**src/rtl/ex_stage_pkg.sv**
```systemverilog
// Shared encodings for the execute stage (mirrors config.v): ALU ops, branch kinds,
// writeback select, the "no register" index, the EX/MEM record and operand forwarding.
package ex_stage_pkg;

  localparam logic [3:0] ALU_ADD  = 4'd0;
  localparam logic [3:0] ALU_SUB  = 4'd1;
  localparam logic [3:0] ALU_AND  = 4'd2;
  localparam logic [3:0] ALU_OR   = 4'd3;
  localparam logic [3:0] ALU_XOR  = 4'd4;
  localparam logic [3:0] ALU_NOT  = 4'd5;
  localparam logic [3:0] ALU_SLL  = 4'd6;
  localparam logic [3:0] ALU_SRL  = 4'd7;
  localparam logic [3:0] ALU_SRA  = 4'd8;
  localparam logic [3:0] ALU_SLT  = 4'd9;
  localparam logic [3:0] ALU_SLTU = 4'd10;
  localparam logic [3:0] ALU_PASSB = 4'd11;
  localparam logic [3:0] ALU_MUL  = 4'd12;
  localparam logic [3:0] ALU_NOP  = 4'd15;

  localparam logic [1:0] BR_NB   = 2'd0;
  localparam logic [1:0] BR_BEQZ = 2'd1;
  localparam logic [1:0] BR_BNEZ = 2'd2;
  localparam logic [1:0] BR_B    = 2'd3;

  localparam logic [1:0] FLAG_ALU  = 2'd0;
  localparam logic [1:0] FLAG_LINK = 2'd1;
  localparam logic [1:0] FLAG_IMM  = 2'd2;
  localparam logic [1:0] FLAG_ALU2 = 2'd3;

  localparam logic [3:0] REG_NONE = 4'hF;

  typedef enum logic [1:0] {MUL_IDLE, MUL_RUN, MUL_DONE} mul_state_t;

  typedef struct packed {
    logic        reg_write;
    logic        mem_to_reg;
    logic        mem_write;
    logic        mem_read;
    logic [3:0]  write_index;
    logic [15:0] result;
    logic [15:0] store_data;
  } exmem_t;

  // Reset value and stall bubble share one encoding: no side effects, no destination.
  localparam exmem_t EXMEM_BUBBLE = '{reg_write: 1'b0, mem_to_reg: 1'b0, mem_write: 1'b0,
                                      mem_read: 1'b0, write_index: REG_NONE,
                                      result: 16'h0, store_data: 16'h0};

  // The youngest producer wins: MEM over WB over the register file.
  function automatic logic [15:0] forward_operand(
    input logic [3:0]  read_index,
    input logic [15:0] reg_data,
    input logic        mem_write,
    input logic [3:0]  mem_index,
    input logic [15:0] mem_data,
    input logic        wb_write,
    input logic [3:0]  wb_index,
    input logic [15:0] wb_data
  );
    if (read_index == REG_NONE)                        return reg_data;
    else if (mem_write && (mem_index == read_index))   return mem_data;
    else if (wb_write && (wb_index == read_index))     return wb_data;
    else                                               return reg_data;
  endfunction

endpackage

```
**src/rtl/ex_stage_mul.sv**
```systemverilog
// ex_mul: iterative shift-add multiplier, one partial product per cycle over 16 cycles.
// Only instantiated when EX_MUL_EN is defined.
module ex_mul
  import ex_stage_pkg::*;
(
  input  logic        Clk,
  input  logic        Rst,
  input  logic        start,
  input  logic [15:0] a,
  input  logic [15:0] b,
  output logic        busy,
  output logic        done,
  output logic [15:0] product
);

  mul_state_t  state, state_next;
  logic [15:0] a_q, b_q, acc;
  logic [3:0]  count;

  always_ff @(posedge Clk or negedge Rst) begin
    if (!Rst) state <= MUL_IDLE;
    else      state <= state_next;
  end

  always_comb begin
    state_next = state;
    case (state)
      MUL_IDLE: if (start) state_next = MUL_RUN;
      MUL_RUN:  if (count == 4'd15) state_next = MUL_DONE;
      MUL_DONE: state_next = MUL_IDLE;
      default:  state_next = MUL_IDLE;
    endcase
  end

  // Busy covers the launch cycle too, so the front end freezes before operands latch.
  always_comb begin
    busy = ((state == MUL_IDLE) && start) || (state == MUL_RUN);
    done = (state == MUL_DONE);
  end

  always_ff @(posedge Clk or negedge Rst) begin
    if (!Rst) begin
      a_q   <= 16'h0;
      b_q   <= 16'h0;
      acc   <= 16'h0;
      count <= 4'd0;
    end else if ((state == MUL_IDLE) && start) begin
      a_q   <= a;
      b_q   <= b;
      acc   <= 16'h0;
      count <= 4'd0;
    end else if (state == MUL_RUN) begin
      if (b_q[count]) acc <= acc + (a_q << count);
      count <= count + 4'd1;
    end
  end

  assign product = acc;

endmodule

```
**src/rtl/ex_stage.sv**
```systemverilog
// Execute stage: forwarding, ALU, branch/jump resolution and the EX/MEM register.
// Define EX_MUL_EN to build the iterative multiplier; otherwise MUL yields 0 and Stall is 0.
module ex_stage
  import ex_stage_pkg::*;
(
  input  logic        Clk,
  input  logic        Rst,
  input  logic        RegWrite,
  input  logic        MemotoReg,
  input  logic        MemWrite,
  input  logic        MemRead,
  input  logic [3:0]  AluOp,
  input  logic [15:0] PcAddr,
  input  logic [15:0] RegData1,
  input  logic [15:0] RegData2,
  input  logic [1:0]  Flag,
  input  logic [3:0]  RegWriteIndex,
  input  logic [3:0]  RegReadIndex1,
  input  logic [3:0]  RegReadIndex2,
  input  logic        InsJ,
  input  logic [1:0]  InsB,
  input  logic        AluSrc,
  input  logic [15:0] Dest,
  input  logic        MemFwdWrite,
  input  logic [3:0]  MemFwdIndex,
  input  logic [15:0] MemFwdData,
  input  logic        WbFwdWrite,
  input  logic [3:0]  WbFwdIndex,
  input  logic [15:0] WbFwdData,
  output logic        RegWrite2,
  output logic        MemotoReg2,
  output logic        MemWrite2,
  output logic        MemRead2,
  output logic [15:0] AluResult2,
  output logic [15:0] StoreData2,
  output logic [3:0]  RegWriteIndex2,
  output logic        Flush,
  output logic [15:0] Target,
  output logic        Stall
);

  logic [15:0] op_a, op_b_fwd, op_b, alu_result, result;
  logic        take_branch, flush_raw;
  logic        mul_busy, mul_done;
  logic [15:0] mul_product;
  exmem_t      ex_mem_q, ex_mem_next;

  assign op_a = forward_operand(RegReadIndex1, RegData1, MemFwdWrite, MemFwdIndex, MemFwdData,
                                WbFwdWrite, WbFwdIndex, WbFwdData);
  assign op_b_fwd = forward_operand(RegReadIndex2, RegData2, MemFwdWrite, MemFwdIndex, MemFwdData,
                                    WbFwdWrite, WbFwdIndex, WbFwdData);
  assign op_b = AluSrc ? Dest : op_b_fwd;

`ifdef EX_MUL_EN
  ex_mul u_mul (
    .Clk     (Clk),
    .Rst     (Rst),
    .start   (AluOp == ALU_MUL),
    .a       (op_a),
    .b       (op_b),
    .busy    (mul_busy),
    .done    (mul_done),
    .product (mul_product)
  );
`else
  assign mul_busy    = 1'b0;
  assign mul_done    = 1'b0;
  assign mul_product = 16'h0;
`endif

  always_comb begin
    alu_result = 16'h0;
    case (AluOp)
      ALU_ADD:   alu_result = op_a + op_b;
      ALU_SUB:   alu_result = op_a - op_b;
      ALU_AND:   alu_result = op_a & op_b;
      ALU_OR:    alu_result = op_a | op_b;
      ALU_XOR:   alu_result = op_a ^ op_b;
      ALU_NOT:   alu_result = ~op_a;
      ALU_SLL:   alu_result = op_a << op_b[3:0];
      ALU_SRL:   alu_result = op_a >> op_b[3:0];
      ALU_SRA:   alu_result = 16'($signed(op_a) >>> op_b[3:0]);
      ALU_SLT:   alu_result = {15'h0, $signed(op_a) < $signed(op_b)};
      ALU_SLTU:  alu_result = {15'h0, op_a < op_b};
      ALU_PASSB: alu_result = op_b;
      ALU_MUL:   alu_result = mul_done ? mul_product : 16'h0;
      ALU_NOP:   alu_result = 16'h0;
      default:   alu_result = 16'h0;
    endcase
  end

  always_comb begin
    result = alu_result;
    case (Flag)
      FLAG_ALU:  result = alu_result;
      FLAG_LINK: result = PcAddr;
      FLAG_IMM:  result = Dest;
      FLAG_ALU2: result = alu_result;
      default:   result = alu_result;
    endcase
  end

  // Jump-register overrides any branch; both redirect in the cycle they sit in EX.
  always_comb begin
    take_branch = 1'b0;
    case (InsB)
      BR_NB:   take_branch = 1'b0;
      BR_BEQZ: take_branch = (op_a == 16'h0);
      BR_BNEZ: take_branch = (op_a != 16'h0);
      BR_B:    take_branch = 1'b1;
      default: take_branch = 1'b0;
    endcase
    if (InsJ) begin
      flush_raw = 1'b1;
      Target    = op_a;
    end else begin
      flush_raw = take_branch;
      Target    = PcAddr + Dest;
    end
  end

  assign Flush = flush_raw & Rst;
  assign Stall = mul_busy & Rst;

  always_comb begin
    ex_mem_next = '{reg_write: RegWrite, mem_to_reg: MemotoReg, mem_write: MemWrite,
                    mem_read: MemRead, write_index: RegWriteIndex,
                    result: result, store_data: op_b_fwd};
    if (Stall) ex_mem_next = EXMEM_BUBBLE;
  end

  always_ff @(posedge Clk or negedge Rst) begin
    if (!Rst) ex_mem_q <= EXMEM_BUBBLE;
    else      ex_mem_q <= ex_mem_next;
  end

  assign RegWrite2      = ex_mem_q.reg_write;
  assign MemotoReg2     = ex_mem_q.mem_to_reg;
  assign MemWrite2      = ex_mem_q.mem_write;
  assign MemRead2       = ex_mem_q.mem_read;
  assign RegWriteIndex2 = ex_mem_q.write_index;
  assign AluResult2     = ex_mem_q.result;
  assign StoreData2     = ex_mem_q.store_data;

endmodule

```
**config.mk**
```make
export PLATFORM = sky130hd
export DESIGN_NAME = ex_stage
export DESIGN_NICKNAME = d
export VERILOG_FILES = /design/src/rtl/ex_stage_pkg.sv /design/src/rtl/ex_stage_mul.sv /design/src/rtl/ex_stage.sv
export SDC_FILE = /design/constraint.sdc
export NUM_CORES = 1
export LEC_CHECK = 0
export CORE_UTILIZATION = 55
export DETAILED_ROUTE_END_ITERATION = 7
export PLACE_DENSITY_LB_ADDON = 0.3
export SLEW_MARGIN = 20
export SYNTH_ARGS = -nofsm -noshare
export SYNTH_HDL_FRONTEND = slang
export SYNTH_SLANG_ARGS = --single-unit
```
**constraint.sdc**
```tcl
create_clock -name Clk -period 9.1 [get_ports Clk]
set_input_delay 1.82 -clock Clk [delete_from_list [all_inputs] [get_ports Clk]]
set_output_delay 1.82 -clock Clk [all_outputs]
set_load 0.03 [all_outputs]
```
==> metrics.yaml, run 1 <==
status: "finished clean"
relSlewSlack_pct: 28.2
die_x_um: 119
intPower_w: 0.000626
core_mm2: 0.0133
fp.dieArea_mm2: 0.0143
clk_pin_slew_ps: 60
cap_violations: 0
tns_ps: 0
clkPwrFrac_pct: 17.7
grt.total_usage_pct: 46.8
finalHoldViolCount: 0
critPathArrivalTime_ps: 6290
diodes: 0
p_leak_nw: 4.03
vias: 9683
netlist_area_mm2: 0.00759
cts_tree: "built"
required_ps: 7280
power_w: 0.00119
fin_crit_ps: 8110
boundaryPins: 192
hold_buffers: 0
multi_input_area_mm2: 0.00604
comb_power_share_pct: 65.4
grt_max_degree: 48
synth_common_cells: "a21oi_1 (112), nor2_1 (110), nand2_1 (104)"
path_delay_family: "compound AO/OA/AOI/OAI gates"
cts.sinks: 40
avgSynthCellArea_um2: 7.05
start_util_pct: 56.9
drv_slew: 0
antenna_found_initial: 0
path_max_fanout: 5
drt_pass1_iterations: 6
synthFlopType: "dfrtp_1"
numCtsBuffers: 5
worst_slew_pin_slew_ps: 1050
cpPeakStageDelay_ps: 680
switching_share_pct: 47.5
synth.top_cells.by_area: "dfrtp_1 (12%), ha_1 (11%), mux2i_1 (8.0%)"
area_growth_pct: 27.9
hp-class: "input pin to async pin"
grt_pass1_wl_um: 51100
dpl.hpwl_um: 26200
drc: 0
cp-end-kind: "primary output"
die_h_um: 119
placement.io_buffers: 190
async_reset_ff_share_pct: 100
routed_via_density: 6.97
final_nets: 1416
synth_area_leader_cell: "dfrtp_1"
synth_top_area_share_pct: 11.9
yosysMostFrequentCell: "a21oi_1"
ir_worst_vdd_mv: 0.0907
p_per_area_mw_per_mm2: 123
grt_pass1_vias: 8962
power_switching_w: 0.000567
ant_nets: 0
place.gp.congestion: 1.06
ff_latch_area_mm2: 0.00101
fin_crit_sh_pct: 89.2
share_seq_of_total_power_pct: 16.9
post_cts_buffers: 0
fmax_mhz: 123
routed_wl_um: 33900
n_fill_cell: 1130
crit_buf_inv: 3
finalWorstSetupSlack_ps: 986
yosysSeqAreaShare_pct: 13.3
cp_slowest_cell: "clkdlybuf4s50_1"
synth_edf_count: 0
netlist_instances: 1076
yosysUniqueCellTypes: 75
path_cells: "clkdlybuf4s50_1 > inv_1 > fa_1 > nor2b_1 > o21ai_0 > a21boi_0 > o21ai_0 > a21boi_0 > o21ai_0 > a21boi_0 > o211ai_1 > a2111oi_0 > or3_1 > a31o_2 > clkdlybuf4s50_1"
root_buffer: "clkbuf_16"
finalSetupViolCount: 0
overflow: 0
rsz0062_at_grt: "no"
clock_path_buffers: 2
crit_path_start_kind: "input pin"
drive_gt1_share_pct: 5.77
place_ws_ps: 1180
critPathKind: "input pin to primary output"
wl_per_cell_um: 24.4
num_rows: 42
htreeDepth: 2
yosys_warnings: 0
cts_resized: 0
dr.first_iter.drc_count: 1581
ys_ff_latch: 40
synth_nets: 1279
## cell families after synthesis
| group | share of synthesized area [%] |
|---|---|
| compound gates | 33.6 |
| xor+xnor | 4.15 |
| fa+ha+maj | 11.6 |
| buf+inv | 7.34 |
| flops | 13.3 |
| mux | 9.23 |
| other cells | 0.0494 |
| simple gates | 20.8 |
## routing by layer
metal	GRT usage, %	vias up	wire (µm)
li1	-	4260	-
met1	57.4	4385	12500
met2	72.7	871	14700
met3	12.7	167	4430
met4	28.4	0	2220
met5	0	-	0
## state kept, by name, indices dropped and copies added, names as in the netlist
name            cells
MemRead2            1
RegWrite2           1
MemotoReg2          1
AluResult2         16
StoreData2         16
RegWriteIndex2      4
MemWrite2           1
## final cells by class
| cell class | count | area share [%] |
|---|---|---|
| tap | 176 | 2.27 |
| inverter | 70 | 2.73 |
| multi-input combinational | 891 | 62.2 |
| sequential | 40 | 10.4 |
| clock buffer | 6 | 1.33 |
| timing repair buffer | 205 | 20.7 |
| clock inverter | 2 | 0.361 |
## stage by stage
stage,hold WS (ps),instance area [µm²],instances,util [%]
after floorplan,1520,7590,1076,-
after CTS,1730,9700,1390,72.7
after detailed placement,2060,9540,1382,71.5
after global placement,2040,9540,1382,71.5
final,1520,9700,1390,72.7
after global routing,1560,9700,1390,72.7
## cell usage in the layout, fill, tap and decap left out, types with 13 or more instances in the layout
cell type,instances
o211ai_1,17
o221a_2,16
a31oi_1,15
dfrtp_1,36
a211oi_1,14
inv_1,65
a21oi_1,112
o21ai_0,62
nand2_1,104
nor2_1,110
o22ai_1,20
nand3_1,19
nand2b_1,14
mux2i_1,61
nor3_1,24
xnor2_1,30
buf_4,16
ha_1,67
or3_1,21
o221ai_1,13
clkdlybuf4s50_1,189
## power by group through the flow
stage          sequential, W  combinational [W]  clock, W
6_report            0.000202           0.000780  0.000212
3_5_place_dp        0.000205           0.000747         0
4_1_cts             0.000202           0.000753  0.000211
5_1_grt             0.000203           0.000822  0.000218
3_3_place_gp        0.000205           0.000743         0
2_1_floorplan       0.000244           0.000435         0
## path summary, 6_finish.rpt
check	slack (ps)	start	cells past startpoint	end
max	990	Dest[1]	15	Target[14]
min	1520	Rst	1	RegWrite2$_DFF_PN0_
max in group asynchronous	7160	Rst	1	AluResult2[8]$_DFF_PN0_
min in group Clk	1930	RegWriteIndex[3]	1	RegWriteIndex2[3]$_DFF_PN1_
Note: power is estimated with default switching activity, not from simulation.
==> inputs of run 2 (changes only) <==
--- a/config.mk
+++ b/config.mk
@@ -7,8 +7,10 @@
 export LEC_CHECK = 0
 export CORE_UTILIZATION = 55
 export DETAILED_ROUTE_END_ITERATION = 7
+export DONT_BUFFER_PORTS = 1
 export PLACE_DENSITY_LB_ADDON = 0.3
 export SLEW_MARGIN = 20
 export SYNTH_ARGS = -nofsm -noshare
 export SYNTH_HDL_FRONTEND = slang
+export SYNTH_HIERARCHICAL = 1
 export SYNTH_SLANG_ARGS = --single-unit
==> run 2 against run 1 <==
Against the previous run: combinational power is 25% lower; worst setup slack better by 1000 ps; area after synthesis stayed put; sequential share of layout area is 2.5 points higher; count of clock-buffer cells in the layout is 1 lower; via count is 8.7% lower; clock power is 2% higher; critical path depth is 4 higher; final area is 20% lower; cell count is 14% lower; die area stayed put; synthesized cell count stayed put; largest cell class unchanged; highest routed layer unchanged.
==> metrics.yaml, run 2 <==
grt_max_degree: 48  # unchanged
diodes: 0  # unchanged
critPathKind: "input pin to register"  # was input pin to primary output
vias: 8844  # was 9683
ant_nets: 0  # unchanged
required_ps: 9330  # was 7280 ps
synth_common_cells: "a21oi_1 (112), nor2_1 (110), nand2_1 (104)"  # unchanged
fp.dieArea_mm2: 0.0143  # unchanged
finalSetupViolCount: 0  # unchanged
die_x_um: 119  # unchanged
grt.total_usage_pct: 43.4  # was 46.8%
root_buffer: "clkbuf_16"  # unchanged
rsz0062_at_grt: "no"  # unchanged
grt_pass1_vias: 7989  # was 8962
fin_crit_ps: 7080  # was 8110 ps
final_core_util_pct: 58.4  # was 72.7%
htreeDepth: 2  # unchanged
yosys_warnings: 6  # was 0
synth_edf_count: 0  # unchanged
start_util_pct: 56.9  # unchanged
avgSynthCellArea_um2: 7.05  # unchanged
cts_resized: 0  # unchanged
cts_tree: "built"  # unchanged
wl_per_cell_um: 26.2  # was 24.4 µm
synth_nets: 1279  # unchanged
final_cell_mix: "a21oi_1 (112), nor2_1 (110), nand2_1 (104), ha_1 (67), inv_1 (65)"  # was clkdlybuf4s50_1 (189), a21oi_1 (112), nor2_1 (110), nand2_1 (104), ha_1 (67)
drv_slew: 0  # unchanged
drt_pass1_iterations: 7  # was 6
place.gp.congestion: 1.02  # was 1.06
status: "finished clean"  # unchanged
num_rows: 42  # unchanged
routed_wl_um: 31400  # was 33900 µm
async_reset_ff_share_pct: 100  # unchanged
area_growth_pct: 2.69  # was 27.9%
synth.top_cells.by_area: "dfrtp_1 (12%), ha_1 (11%), mux2i_1 (8.0%)"  # unchanged
grtUsageMet2_pct: 65.5  # was 72.7%
crit_path_start_kind: "input pin"  # unchanged
yosysSeqAreaShare_pct: 13.3  # unchanged
routed_via_density: 7.38  # was 6.97
fin_crit_sh_pct: 77.8  # was 89.2%
netlist_area_mm2: 0.00759  # unchanged
antenna_found_initial: 0  # unchanged
cp-end-kind: "register"  # was primary output
tns_ps: 0  # unchanged
ir_worst_vdd_mv: 0.0809  # was 0.0907 mV
crit_path_end: "AluResult2[14]$_DFF_PN0_"  # was Target[14]
ys_ff_latch: 40  # unchanged
yosysMostFrequentCell: "a21oi_1"  # unchanged
hp-class: "input pin to async pin"  # unchanged
die_h_um: 119  # unchanged
drc: 0  # unchanged
synthFlopType: "dfrtp_1"  # unchanged
finalHoldViolCount: 0  # unchanged
hold_buffers: 0  # unchanged
yosysUniqueCellTypes: 75  # unchanged
fin_hold_ws_ps: 1200  # was 1520 ps
critPathArrivalTime_ps: 7310  # was 6290 ps
met3_usage_pct: 9.72  # was 12.7%
core_mm2: 0.0133  # unchanged
path_max_fanout: 22  # was 5
cap_violations: 0  # unchanged
clk_pin_slew_ps: 70  # was 60 ps
cts.sinks: 40  # unchanged
dpl.hpwl_um: 24200  # was 26200 µm
dr.first_iter.drc_count: 1462  # was 1581
boundaryPins: 192  # unchanged
place_ws_ps: 2010  # was 1180 ps
p_leak_nw: 3.28  # was 4.03 nW
netlist_instances: 1076  # unchanged
grt_pass1_wl_um: 47300  # was 51100 µm
synth_area_leader_cell: "dfrtp_1"  # unchanged
grt_busiest_layer: "met2"  # unchanged
numCtsBuffers: 5  # unchanged
mostFrequentLayoutCell: "a21oi_1"  # was clkdlybuf4s50_1
finalWorstSetupSlack_ps: 2020  # was 986 ps
p_per_area_mw_per_mm2: 135  # was 123 mW/mm²
relSlewSlack_pct: 23.5  # was 28.2%
power_w: 0.00105  # was 0.00119 W
fmax_mhz: 141  # was 123 MHz
startpoint: "WbFwdIndex[1]"  # was Dest[1]
final_nets: 1224  # was 1416
clock_path_buffers: 2  # unchanged
grt_use_met1_pct: 57.6  # was 57.4%
drive_gt1_share_pct: 6.56  # was 5.77%
placement.io_buffers: 0  # was 190
post_cts_buffers: 0  # unchanged
synth_top_area_share_pct: 11.9  # unchanged
worst_slew_pin_slew_ps: 1140  # was 1050 ps
overflow: 0  # unchanged
[run 2: cell counts after synthesis]
Identical to the previous run, type by type.
[run 2: worst max-delay path: stages]
cell	delay, ps
nor2b_1	110
a2111o_1	380
nor3_4	350
o21a_1	570
o311a_1	230
buf_4	310
inv_1	110
ha_1	250
fa_1	450
nand2b_1	90
a21oi_1	90
o21a_1	220
o311ai_0	760
a21oi_1	180
o21ai_0	440
a21oi_1	150
or3b_1	440
nor4b_1	200
a21oi_1	160
[run 2: how the worst min path moves through the flow]
stage,from,slack [ps],endpoint,cells after the start
floorplan,Rst,1520,AluResult2[0]$_DFF_PN0_,0
global placement,Rst,1530,AluResult2[0]$_DFF_PN0_,0
detailed placement,Rst,1530,AluResult2[0]$_DFF_PN0_,0
CTS,Rst,1200,StoreData2[13]$_DFF_PN0_,0
global route,Rst,1200,StoreData2[7]$_DFF_PN0_,0
finish,Rst,1200,StoreData2[7]$_DFF_PN0_,0
[run 2: logic make-up (layout without fill, tap and decap cells)]
family	after synthesis	in the layout	synth area share [%]
AO/OA/AOI/OAI	374	374	33.6
AND/OR/NAND/NOR	342	342	20.8
buffers and inverters	145	91	7.34
XOR/XNOR	36	36	4.15
flip-flops	40	40	13.3
multiplexers	69	69	9.23
other	1	1	0.0494
adder cells (fa/ha/maj)	69	69	11.6
[run 2: cell type report]
cell class	instances	area, µm²
clock buffer	5	125
clock inverter	3	46.3
fill	1286	5560
inverter	70	265
multi-input combinational	891	6030
sequential	40	1010
tap	176	220
timing repair buffer	13	97.6
[run 2: per-layer routing]
metal / routed length (µm) / up-vias
met5: 0 / -
met4: 1760 / 0
met3: 4060 / 139
met2: 13500 / 761
met1: 12000 / 4073
li1: - / 3871
[run 2: metrics by stage]
stage,cells,cell area (µm²)
finish,1198,7790
global route,1198,7790
CTS,1198,7790
detailed placement,1190,7620
global placement,1190,7620
floorplan,1076,7590
[run 2: power breakdown]
part	total, W	leakage (nW)	internal, W	switching (W)
registers	0.000244	0.480	0.000197	0.0000475
logic	0.000587	2.72	0.000201	0.000386
clock network	0.000217	0.0804	0.000131	0.0000860
==> inputs of run 3 (changes only) <==
==> constraint.sdc (replaced) <==
create_clock -name Clk -period 7.3 [get_ports Clk]
set_input_delay 1.46 -clock Clk [delete_from_list [all_inputs] [get_ports Clk]]
set_output_delay 1.46 -clock Clk [all_outputs]
set_load 0.03 [all_outputs]
==> run 3 against run 2 <==
Against the previous run: worst hold slack worse by 360 ps; worst setup slack worse by 1200 ps; non-clock buffer count up 7; first-iteration DRC count down 9.3%; combinational power increased by 27%; clock power is 41% higher; largest cell class unchanged.
==> metrics.yaml, run 3 (synthesis gave the netlist of run 2 again) <==
routed_wl_um: 32000  # was 31400 µm
core_mm2: 0.0133  # unchanged
crit_path_start_kind: "input pin"  # unchanged
clkPwrFrac_pct: 22.7  # was 20.7%
wl_met3_um: 3810  # was 4060 µm
required_ps: 5840  # was 9330 ps
start_util_pct: 56.9  # unchanged
area_growth_pct: 3.61  # was 2.69%
grt_max_degree: 42  # was 48
comb_power_share_pct: 54.8  # was 56.0%
path_max_fanout: 3  # was 22
boundaryPins: 192  # unchanged
hp-class: "input pin to async pin"  # unchanged
antenna_found_initial: 0  # unchanged
die_h_um: 119  # unchanged
wl_met1_um: 12100  # was 12000 µm
final_nets: 1231  # was 1224
routed_via_density: 7.34  # was 7.38
htreeDepth: 2  # unchanged
grt.total_usage_pct: 43.6  # was 43.4%
place_ws_ps: 1050  # was 2010 ps
intPower_w: 0.000697  # was 0.000529 W
fin_crit_ps: 6450
clock_path_buffers: 2  # unchanged
final_cells: 1205  # was 1198
cp-end-kind: "primary output"  # was register
grt_pass1_vias: 8067  # was 7989
place.gp.congestion: 1.09  # was 1.02
cts_resized: 0  # unchanged
p_per_area_mw_per_mm2: 173  # was 135 mW/mm²
fin_crit_sh_pct: 88.4
ir_worst_vdd_mv: 0.110  # was 0.0809 mV
critPathKind: "input pin to primary output"  # was input pin to register
drt_pass1_iterations: 6  # was 7
overflow: 0  # unchanged
critPathArrivalTime_ps: 4990  # was 7310 ps
numCtsBuffers: 5  # unchanged
die_x_um: 119  # unchanged
drive_gt1_share_pct: 7.09  # was 6.56%
mostFrequentLayoutCell: "a21oi_1"  # unchanged
tns_ps: 0  # unchanged
grt_pass1_wl_um: 47300  # unchanged
relSlewSlack_pct: 25.8  # was 23.5%
dpl.hpwl_um: 24700  # was 24200 µm
power_w: 0.00136  # was 0.00105 W
dp.cells: 1197  # was 1190
switching_share_pct: 48.6  # was 49.6%
dr.first_iter.drc_count: 1326  # was 1462
drv_slew: 0  # unchanged
finalHoldViolCount: 0  # unchanged
num_rows: 42  # unchanged
power_switching_w: 0.000660  # was 0.000520 W
cap_violations: 0  # unchanged
post_cts_buffers: 0  # unchanged
top_layer_used: "met4"  # unchanged
diodes: 0  # unchanged
worst_slew_pin_slew_ps: 1100  # was 1140 ps
fin_hold_ws_ps: 846  # was 1200 ps
fmax_mhz: 155
placement.io_buffers: 0  # unchanged
ant_nets: 0  # unchanged
finalWorstSetupSlack_ps: 848  # was 2020 ps
cts_tree: "built"  # unchanged
final_cell_mix: "a21oi_1 (112), nor2_1 (110), nand2_1 (104), ha_1 (67), inv_1 (65)"  # unchanged
p_leak_nw: 3.32  # was 3.28 nW
drc: 0  # unchanged
fp.dieArea_mm2: 0.0143  # unchanged
vias: 8847  # was 8844
finalSetupViolCount: 0  # unchanged
wl_met2_um: 13800  # was 13500 µm
rsz0062_at_grt: "no"  # unchanged
status: "finished clean"  # unchanged
hold_buffers: 0  # unchanged
share_seq_of_total_power_pct: 22.5  # was 23.3%
wl_per_cell_um: 26.6  # was 26.2 µm
root_buffer: "clkbuf_16"  # unchanged
cts.sinks: 40  # unchanged
clk_pin_slew_ps: 70  # about the same
run 3: changes by cell type in the layout (fill, tap and decap cells not counted), sizes merged:
cell      before  now
clkinvlp       1    0
buf           13   20
clkbuf         5    6
inv           71   70
bufinv         1    2
run 3: area by class of cell:
class	instances	area [µm²]
Multi-Input combinational cell	891	6030
Clock buffer	6	129
Sequential cell	40	1010
Clock inverter	2	60.1
Timing Repair Buffer	20	150
Inverter	70	265
Tap cell	176	220
Fill cell	1305	5490
run 3: stage by stage:
stage               utilization, %  area, µm²
global placement              57.5       7670
global route                  58.9       7860
detailed placement            57.5       7670
floorplan                        -       7590
finish                        58.9       7860
CTS                           58.9       7860
run 3: metal layers:
layer | GRT usage [%] | up-vias
met5 | 0 | -
met4 | 27.9 | 0
met3 | 9.05 | 155
met2 | 66.7 | 727
met1 | 55.6 | 4092
li1 | - | 3873
run 3: critical path, cell delays in order:
cell,delay (ps)
ha_1,150
inv_1,60
fa_1,400
nor2b_1,150
o21ai_0,160
a21boi_0,320
o21ai_0,190
a21boi_0,360
o21ai_0,160
a21boi_0,400
o211ai_1,220
a2111oi_0,480
o21ai_0,150
a31o_2,330
run 3: path summary, 6_finish.rpt:
| check | startpoint | to | slack [ps] | cells past startpoint |
|---|---|---|---|---|
| worst max-delay path | PcAddr[0] | Target[14] | 850 | 14 |
| worst min-delay path | Rst | StoreData2[8]$_DFF_PN0_ | 850 | 0 |
| max in group asynchronous | Rst | RegWriteIndex2[0]$_DFF_PN1_ | 6270 | 0 |
| min in group Clk | RegWriteIndex[2] | RegWriteIndex2[2]$_DFF_PN1_ | 1150 | 0 |
run 3: power by group through the flow:
stage | sequential (W) | combinational, W | clock (W)
2_1_floorplan | 0.000305 | 0.000543 | 0
3_3_place_gp | 0.000309 | 0.000707 | 0
3_5_place_dp | 0.000310 | 0.000709 | 0
4_1_cts | 0.000306 | 0.000714 | 0.000303
5_1_grt | 0.000307 | 0.000786 | 0.000311
6_report | 0.000305 | 0.000744 | 0.000307
